### config.mk
export PLATFORM = sky130hd
export DESIGN_NAME = mac_mem_server
export DESIGN_NICKNAME = d
export VERILOG_FILES = /design/src/rtl/mac_pkg.sv /design/src/rtl/mac_sync_ram.sv /design/src/rtl/mac_mem_server.sv
export SDC_FILE = /design/constraint.sdc
export NUM_CORES = 1
export LEC_CHECK = 0
export CAP_MARGIN = 30
export CORE_MARGIN = 8
export CORE_UTILIZATION = 45
export DETAILED_ROUTE_END_ITERATION = 8
export GPL_TIMING_DRIVEN = 0
export PLACE_DENSITY = 0.72
export SETUP_SLACK_MARGIN = 0.05
export SLEW_MARGIN = 5
export SYNTH_ARGS = -nofsm -noshare
export SYNTH_HDL_FRONTEND = slang
export SYNTH_SLANG_ARGS = --single-unit
### constraint.sdc
create_clock -name clk -period 3.3 [get_ports clk]
set_input_delay 0.33 -clock clk [delete_from_list [all_inputs] [get_ports clk]]
set_output_delay 0.33 -clock clk [all_outputs]
set_load 0.01 [all_outputs]
### src/rtl/mac_pkg.sv
// Shared definitions for the mac_unit memory server.
// Holds the server FSM state type and the default address widths for the
// 4x4x4 configuration.
package mac_pkg;

  localparam int unsigned MAC_M = 4;
  localparam int unsigned MAC_K = 4;
  localparam int unsigned MAC_N = 4;

  localparam int unsigned A_AW = $clog2(MAC_M * MAC_K);
  localparam int unsigned B_AW = $clog2(MAC_K * MAC_N);
  localparam int unsigned C_AW = $clog2(MAC_M * MAC_N);

  typedef enum logic [2:0] {
    StIdle,
    StLoadA,
    StLoadB,
    StStart,
    StRun,
    StDrain
  } mac_srv_state_t;

endpackage

### src/rtl/mac_sync_ram.sv
// Single-port-write / single-port-read RAM with a registered read.
// Ports:
//   clk, rstn        clock and asynchronous active-low reset (read register only)
//   we_i, waddr_i,
//   wdata_i          synchronous write
//   re_i, raddr_i    read enable and address; rdata_o updates after the edge
//   rdata_o          read data, holds its value while re_i is low
module mac_sync_ram #(
  parameter int unsigned DEPTH = 16,
  parameter int unsigned WIDTH = 8
) (
  input  logic                     clk,
  input  logic                     rstn,
  input  logic                     we_i,
  input  logic [$clog2(DEPTH)-1:0] waddr_i,
  input  logic [WIDTH-1:0]         wdata_i,
  input  logic                     re_i,
  input  logic [$clog2(DEPTH)-1:0] raddr_i,
  output logic [WIDTH-1:0]         rdata_o
);

  logic [WIDTH-1:0] mem [DEPTH];

  // Array contents are deliberately not reset.
  always_ff @(posedge clk) begin
    if (we_i) begin
      mem[waddr_i] <= wdata_i;
    end
  end

  always_ff @(posedge clk or negedge rstn) begin
    if (!rstn) begin
      rdata_o <= '0;
    end else if (re_i) begin
      rdata_o <= mem[raddr_i];
    end
  end

endmodule

### src/rtl/mac_mem_server.sv
// Memory-side partner of mac_unit: stores A (MxK) and transposed B (NxK),
// collects C (MxN) and sequences load -> start -> run -> drain.
// Ports:
//   clk, rstn                      clock, asynchronous active-low reset
//   a_b_re, a_addr_out, b_addr_out mac_unit read request (honoured in RUN only)
//   a_data_in, b_data_in           registered read data to mac_unit
//   c_we, c_addr_out, c_data_out   mac_unit C write (honoured in RUN only)
//   mac_start, mac_done            job start pulse / job complete
//   host_in_*                      A-then-B byte load stream
//   host_out_*                     C readback stream, last on final word
//   busy                           high whenever not idle
module mac_mem_server
  import mac_pkg::*;
#(
  parameter int unsigned param_M            = 4,
  parameter int unsigned param_K            = 4,
  parameter int unsigned param_N            = 4,
  parameter int unsigned DATA_WIDTH_INITIAL = 8,
  parameter int unsigned DATA_WIDTH_FINAL   = DATA_WIDTH_INITIAL * 2
) (
  input  logic                                  clk,
  input  logic                                  rstn,
  input  logic                                  a_b_re,
  input  logic [$clog2(param_M*param_K)-1:0]    a_addr_out,
  input  logic [$clog2(param_K*param_N)-1:0]    b_addr_out,
  output logic [DATA_WIDTH_INITIAL-1:0]         a_data_in,
  output logic [DATA_WIDTH_INITIAL-1:0]         b_data_in,
  input  logic                                  c_we,
  input  logic [$clog2(param_M*param_N)-1:0]    c_addr_out,
  input  logic [DATA_WIDTH_FINAL-1:0]           c_data_out,
  output logic                                  mac_start,
  input  logic                                  mac_done,
  input  logic                                  host_in_valid,
  output logic                                  host_in_ready,
  input  logic [DATA_WIDTH_INITIAL-1:0]         host_in_data,
  output logic                                  host_out_valid,
  input  logic                                  host_out_ready,
  output logic [DATA_WIDTH_FINAL-1:0]           host_out_data,
  output logic                                  host_out_last,
  output logic                                  busy
);

  localparam int unsigned SizeA = param_M * param_K;
  localparam int unsigned SizeB = param_K * param_N;
  localparam int unsigned SizeC = param_M * param_N;
  localparam int unsigned AAw   = $clog2(SizeA);
  localparam int unsigned BAw   = $clog2(SizeB);
  localparam int unsigned CAw   = $clog2(SizeC);
  localparam int unsigned LdW   = $clog2(SizeA + 1);
  localparam int unsigned RowW  = $clog2(param_K + 1);
  localparam int unsigned ColW  = $clog2(param_N + 1);
  localparam int unsigned DrW   = $clog2(SizeC + 1);

  mac_srv_state_t  state_q, state_d;
  logic [LdW-1:0]  ld_cnt_q, ld_cnt_d;
  logic [RowW-1:0] b_row_q, b_row_d;
  logic [ColW-1:0] b_col_q, b_col_d;
  logic [DrW-1:0]  rd_cnt_q, rd_cnt_d;
  logic            out_valid_q, out_valid_d;
  logic            out_last_q, out_last_d;

  logic            a_we, b_we, ab_re, c_wr, c_re, out_fire;
  logic [AAw-1:0]  a_waddr;
  logic [BAw-1:0]  b_waddr;
  logic [CAw-1:0]  c_raddr;

  assign ab_re    = a_b_re & (state_q == StRun);
  assign c_wr     = c_we & (state_q == StRun);
  assign a_waddr  = AAw'(ld_cnt_q);
  // Stream beat (row, col) of B lands at col*K + row: transpose on load.
  assign b_waddr  = BAw'(b_col_q * param_K + b_row_q);
  assign c_raddr  = CAw'(rd_cnt_q);
  assign out_fire = out_valid_q & host_out_ready;

  assign busy           = (state_q != StIdle);
  assign host_out_valid = out_valid_q;
  assign host_out_last  = out_last_q;

  always_comb begin
    state_d       = state_q;
    ld_cnt_d      = ld_cnt_q;
    b_row_d       = b_row_q;
    b_col_d       = b_col_q;
    rd_cnt_d      = rd_cnt_q;
    out_valid_d   = out_valid_q;
    out_last_d    = out_last_q;
    host_in_ready = 1'b0;
    mac_start     = 1'b0;
    a_we          = 1'b0;
    b_we          = 1'b0;
    c_re          = 1'b0;

    unique case (state_q)
      // IDLE behaves as LOAD_A with the count at zero.
      StIdle, StLoadA: begin
        host_in_ready = 1'b1;
        if (host_in_valid) begin
          a_we = 1'b1;
          if (ld_cnt_q == LdW'(SizeA - 1)) begin
            ld_cnt_d = '0;
            state_d  = StLoadB;
          end else begin
            ld_cnt_d = ld_cnt_q + 1'b1;
            state_d  = StLoadA;
          end
        end
      end
      StLoadB: begin
        host_in_ready = 1'b1;
        if (host_in_valid) begin
          b_we = 1'b1;
          if (b_col_q == ColW'(param_N - 1)) begin
            b_col_d = '0;
            if (b_row_q == RowW'(param_K - 1)) begin
              b_row_d = '0;
              state_d = StStart;
            end else begin
              b_row_d = b_row_q + 1'b1;
            end
          end else begin
            b_col_d = b_col_q + 1'b1;
          end
        end
      end
      StStart: begin
        mac_start = 1'b1;
        state_d   = StRun;
      end
      StRun: begin
        if (mac_done) begin
          state_d = StDrain;
        end
      end
      StDrain: begin
        // The C RAM output register is the one-entry skid: only fetch the next
        // word when the current one is empty or leaving this cycle.
        c_re = (rd_cnt_q < DrW'(SizeC)) & (~out_valid_q | host_out_ready);
        if (c_re) begin
          out_valid_d = 1'b1;
          out_last_d  = (rd_cnt_q == DrW'(SizeC - 1));
          rd_cnt_d    = rd_cnt_q + 1'b1;
        end else if (out_fire) begin
          out_valid_d = 1'b0;
        end
        if (out_fire && out_last_q) begin
          out_valid_d = 1'b0;
          out_last_d  = 1'b0;
          rd_cnt_d    = '0;
          state_d     = StIdle;
        end
      end
      default: state_d = StIdle;
    endcase
  end

  always_ff @(posedge clk or negedge rstn) begin
    if (!rstn) begin
      state_q     <= StIdle;
      ld_cnt_q    <= '0;
      b_row_q     <= '0;
      b_col_q     <= '0;
      rd_cnt_q    <= '0;
      out_valid_q <= 1'b0;
      out_last_q  <= 1'b0;
    end else begin
      state_q     <= state_d;
      ld_cnt_q    <= ld_cnt_d;
      b_row_q     <= b_row_d;
      b_col_q     <= b_col_d;
      rd_cnt_q    <= rd_cnt_d;
      out_valid_q <= out_valid_d;
      out_last_q  <= out_last_d;
    end
  end

  mac_sync_ram #(.DEPTH(SizeA), .WIDTH(DATA_WIDTH_INITIAL)) u_ram_a (
    .clk     (clk),
    .rstn    (rstn),
    .we_i    (a_we),
    .waddr_i (a_waddr),
    .wdata_i (host_in_data),
    .re_i    (ab_re),
    .raddr_i (a_addr_out),
    .rdata_o (a_data_in)
  );

  mac_sync_ram #(.DEPTH(SizeB), .WIDTH(DATA_WIDTH_INITIAL)) u_ram_b (
    .clk     (clk),
    .rstn    (rstn),
    .we_i    (b_we),
    .waddr_i (b_waddr),
    .wdata_i (host_in_data),
    .re_i    (ab_re),
    .raddr_i (b_addr_out),
    .rdata_o (b_data_in)
  );

  mac_sync_ram #(.DEPTH(SizeC), .WIDTH(DATA_WIDTH_FINAL)) u_ram_c (
    .clk     (clk),
    .rstn    (rstn),
    .we_i    (c_wr),
    .waddr_i (c_addr_out),
    .wdata_i (c_data_out),
    .re_i    (c_re),
    .raddr_i (c_raddr),
    .rdata_o (host_out_data)
  );

endmodule

==> impl_metrics.env, run 1 <==
export IMPL_status="finished clean"
export IMPL_grt_first_pass_wirelength_um=71000
export IMPL_final_critical_path_setup_slack_ns=0.387
export IMPL_post_route_period_util_pct=88.3
export IMPL_worst_endpoint_required_ns=3.61
export IMPL_worst_max_slew_margin_expressed_relative_to_the_limit_pct=40.9
export IMPL_post_cts_setup_buffers=0
export IMPL_detailroute_via_count=11001
export IMPL_finalNetCount=1278
export IMPL_grt_use_met1_pct=22.9
export IMPL_final_setup_viol_count=0
export IMPL_clock_sinks=565
export IMPL_crit_type="reg -> reg"
export IMPL_synth_nets=1113
export IMPL_worst_setup_path_start_kind="flop"
export IMPL_ctsHtreeMaxLevel=2
export IMPL_route_detailed_drc=0
export IMPL_end_of_flow_core_utilization_pct=53.7
export IMPL_min_delay_path_class="in -> async"
export IMPL_post_synth_top_area_cell="edfxtp_1"
export IMPL_numCtsBuffers=54
export IMPL_critPathMaxFanout=10
export IMPL_place_area_um2=24300
export IMPL_globalRouteOverflowTotal=0
export IMPL_path_clk_slew_ns=0.06
export IMPL_placedCellCount=1826
export IMPL_detailedPlacementHpwl_um=31300
export IMPL_post_route_cell_area_um2=26200
export IMPL_antenna_found_initial=0
export IMPL_number_of_warnings_printed_during_yosys_synthesis=0
export IMPL_most_congested_layer_reported_by_global_routing="met2"
export IMPL_row_count=81
export IMPL_rsz0062_at_grt="no"
export IMPL_drv_cap=0
export IMPL_synth_edf_count=512
export IMPL_synth_cell_area_um2=22100
export IMPL_syn_inst_count=1058
export IMPL_power_per_cell_area_nw_per_um2=706
export IMPL_slew_violations=0
export IMPL_finalHoldViolCount=0
export IMPL_transition_time_at_the_pin_with_the_least_slew_margin_ns=0.884
export IMPL_cts_tree="yes"
export IMPL_finish_cell_count_without_fillers=1933
export IMPL_yosys_area_top_type_share_pct=69.4
export IMPL_grt_max_degree=54
export IMPL_fin_total_pwr_mw=18.5
export IMPL_dieArea_um2=56600
export IMPL_drt_wl_total_um=47800
export IMPL_port_buffers=75
export IMPL_die_width_um=238
export IMPL_clock_fmax_ghz=0.343
export IMPL_worst_setup_path_end_kind="flop"
export IMPL_grt_met2_usage_pct=27.5
export IMPL_post_synth_cell_area_avg_um2=20.9
export IMPL_post_cts_resized=0
export IMPL_gp_congestion=0.807
export IMPL_finClkSkew_ns=0.0213
export IMPL_min_period_ns=2.91
export IMPL_route_antenna_remaining_nets=0
export IMPL_design_core_area_um2=48700
export IMPL_ir_drop_v=0.000560
export IMPL_ys_seq_area_share_pct=75.4
export IMPL_detail_route_first_pass_iterations=5
export IMPL_floorplan_initialDensity_pct=45.4
export IMPL_grt_use_met3_pct=3.16
export IMPL_drive_above_1_share_pct=23.2
export IMPL_dp_worst_setup_slack_ns=0.136
export IMPL_avgRoutedWirePerCell_um=24.7
export IMPL_diodes=0
export IMPL_grt_total_usage_pct=16.7
export IMPL_total_leakage_power_nw=8.63
export IMPL_die_h_um=238
export IMPL_detail_route_iter0_violations=1189
export IMPL_clock_insertion_delay_worst_skew_ns=0.60
export IMPL_totalNegativeSetupSlack_ns=0
export IMPL_cts_root_buf="clkbuf_16"
export IMPL_yosys_register_bits=565
export IMPL_synth_top_cells_by_area="edfxtp_1 69%, mux4_2 10%, dfrtp_1 6.0%"
export IMPL_final_hold_worst_slack_ns=0.359
export IMPL_vias_per_cell=5.69
export IMPL_cts_root_to_sink_buffers=3
export IMPL_dominant_synthesized_flop_cell="edfxtp_1"
export IMPL_synthDistinctLibCells=52
export IMPL_top_level_ports=80
export IMPL_filler_cell_count=3668
export IMPL_async_flop_share_pct=9.38
export IMPL_worst_ep_arrival_time_ns=3.22
export IMPL_vias_in_the_first_global_route=11262
export IMPL_cts_hold_buf=1
export IMPL_area_growth_pct=18.1
==> power breakdown <==
group | internal (mW) | total, mW | switching, mW
logic | 1.85 | 3.75 | 1.90
registers | 8.22 | 8.49 | 0.265
clock network | 3.66 | 6.23 | 2.56
total | 13.7 | 18.5 | 4.73
==> cell usage in the layout, fill, tap and decap left out, types with 14 or more instances in the layout <==
cell / netlist / final
buf_2: 22 / 24
mux4_2: 103 / 103
a22oi_1: 21 / 21
edfxtp_1: 512 / 512
mux2i_1: 26 / 26
clkdlybuf4s50_1: 0 / 74
nand2_1: 32 / 32
nor2_1: 53 / 41
mux2_2: 27 / 27
dfrtp_1: 53 / 53
a221o_1: 18 / 18
clkbuf_16: 0 / 55
mux4_1: 25 / 25
clkbuf_1: 19 / 41
and2_1: 14 / 14
==> final cells by class <==
| class | instances | area [um^2] | share of cell area [%] |
|---|---|---|---|
| plain buffers | 52 | 279 | 1.07 |
| clock buffers | 85 | 1570 | 6.00 |
| clock inverters | 17 | 231 | 0.885 |
| inverters | 13 | 48.8 | 0.187 |
| multi-input cells | 428 | 5180 | 19.8 |
| flip-flops and latches | 565 | 16700 | 63.8 |
| well taps | 664 | 831 | 3.18 |
| repair buffers | 109 | 1320 | 5.04 |
==> cells in the mapped netlist (3+ instances only) <==
cell type,count
buf_1,4
mux2_2,27
mux4_2,103
o311ai_1,4
buf_8,3
nand3_1,6
clkbuf_1,19
nor3_1,12
inv_1,13
mux4_1,25
ha_1,12
nand2b_1,6
o21ai_0,9
and3_1,10
o311ai_0,4
mux2i_1,26
and2_1,14
nor3b_1,5
a221o_1,18
a22o_1,7
nand2_1,32
edfxtp_1,512
nor2_1,53
dfrtp_1,53
buf_2,22
a22oi_1,21
==> registers in the layout, indices dropped and copies added (netlist names) <==
signal	flops
u_ram_a.rdata_o	8
host_out_valid	1
b_col_q	3
ld_cnt_q	5
b_row_q	3
u_ram_c.mem	256
rd_cnt_q	5
u_ram_b.rdata_o	8
u_ram_a.mem	128
u_ram_c.rdata_o	16
host_out_last	1
state_q	3
u_ram_b.mem	128
==> worst max-delay path, cell delays in order, from the launching register on <==
cell	delay, ns
dfrtp_1	0.38
clkbuf_1	0.22
nor3b_1	0.32
buf_2	0.27
nand2_1	0.08
or3_1	0.44
nor3_2	0.51
buf_6	0.23
buf_6	0.16
==> routing by layer <==
metal / up-vias / wire length (um)
li1: 4741 / -
met1: 5741 / 19600
met2: 447 / 23500
met3: 72 / 3630
met4: 0 / 970
met5: - / 0
==> worst paths after layout <==
kind | from | cells after the start | slack [ns] | to
worst max-delay path | state_q[0] | 8 | 0.39 | u_ram_c.mem[0][4]
max in group asynchronous | rstn | 2 | 2.39 | rd_cnt_q[2]
worst min register to register | u_ram_a.rdata_o[3] | 2 | 0.49 | u_ram_a.rdata_o[3]
worst min-delay path | rstn | 2 | 0.36 | u_ram_a.rdata_o[5]
min in group clk | b_addr_out[0] | 4 | 0.43 | u_ram_b.rdata_o[6]
worst max register to register | state_q[0] | 8 | 0.39 | u_ram_c.mem[0][4]
==> cells by family after synthesis <==
family | count (synthesis) | share of synthesized area (%)
DFF | 565 | 75.4
muxes | 181 | 16.0
and+or+nand+nor | 156 | 3.56
AOI/OAI and AO/OA | 76 | 2.76
buffers and inverters | 65 | 1.48
adders and majority gates | 12 | 0.678
xor gates and xnor gates | 3 | 0.119
Note: power is estimated with default switching activity, not from simulation.
==> inputs of run 2 (changes only) <==
--- a/config.mk
+++ b/config.mk
@@ -9,6 +9,7 @@
 export CORE_MARGIN = 8
 export CORE_UTILIZATION = 45
 export DETAILED_ROUTE_END_ITERATION = 8
+export GPL_ROUTABILITY_DRIVEN = 1
 export GPL_TIMING_DRIVEN = 0
 export PLACE_DENSITY = 0.72
 export SETUP_SLACK_MARGIN = 0.05
==> results of run 2 <==
Final layout, timing and power as in run 1 (identical DEF).
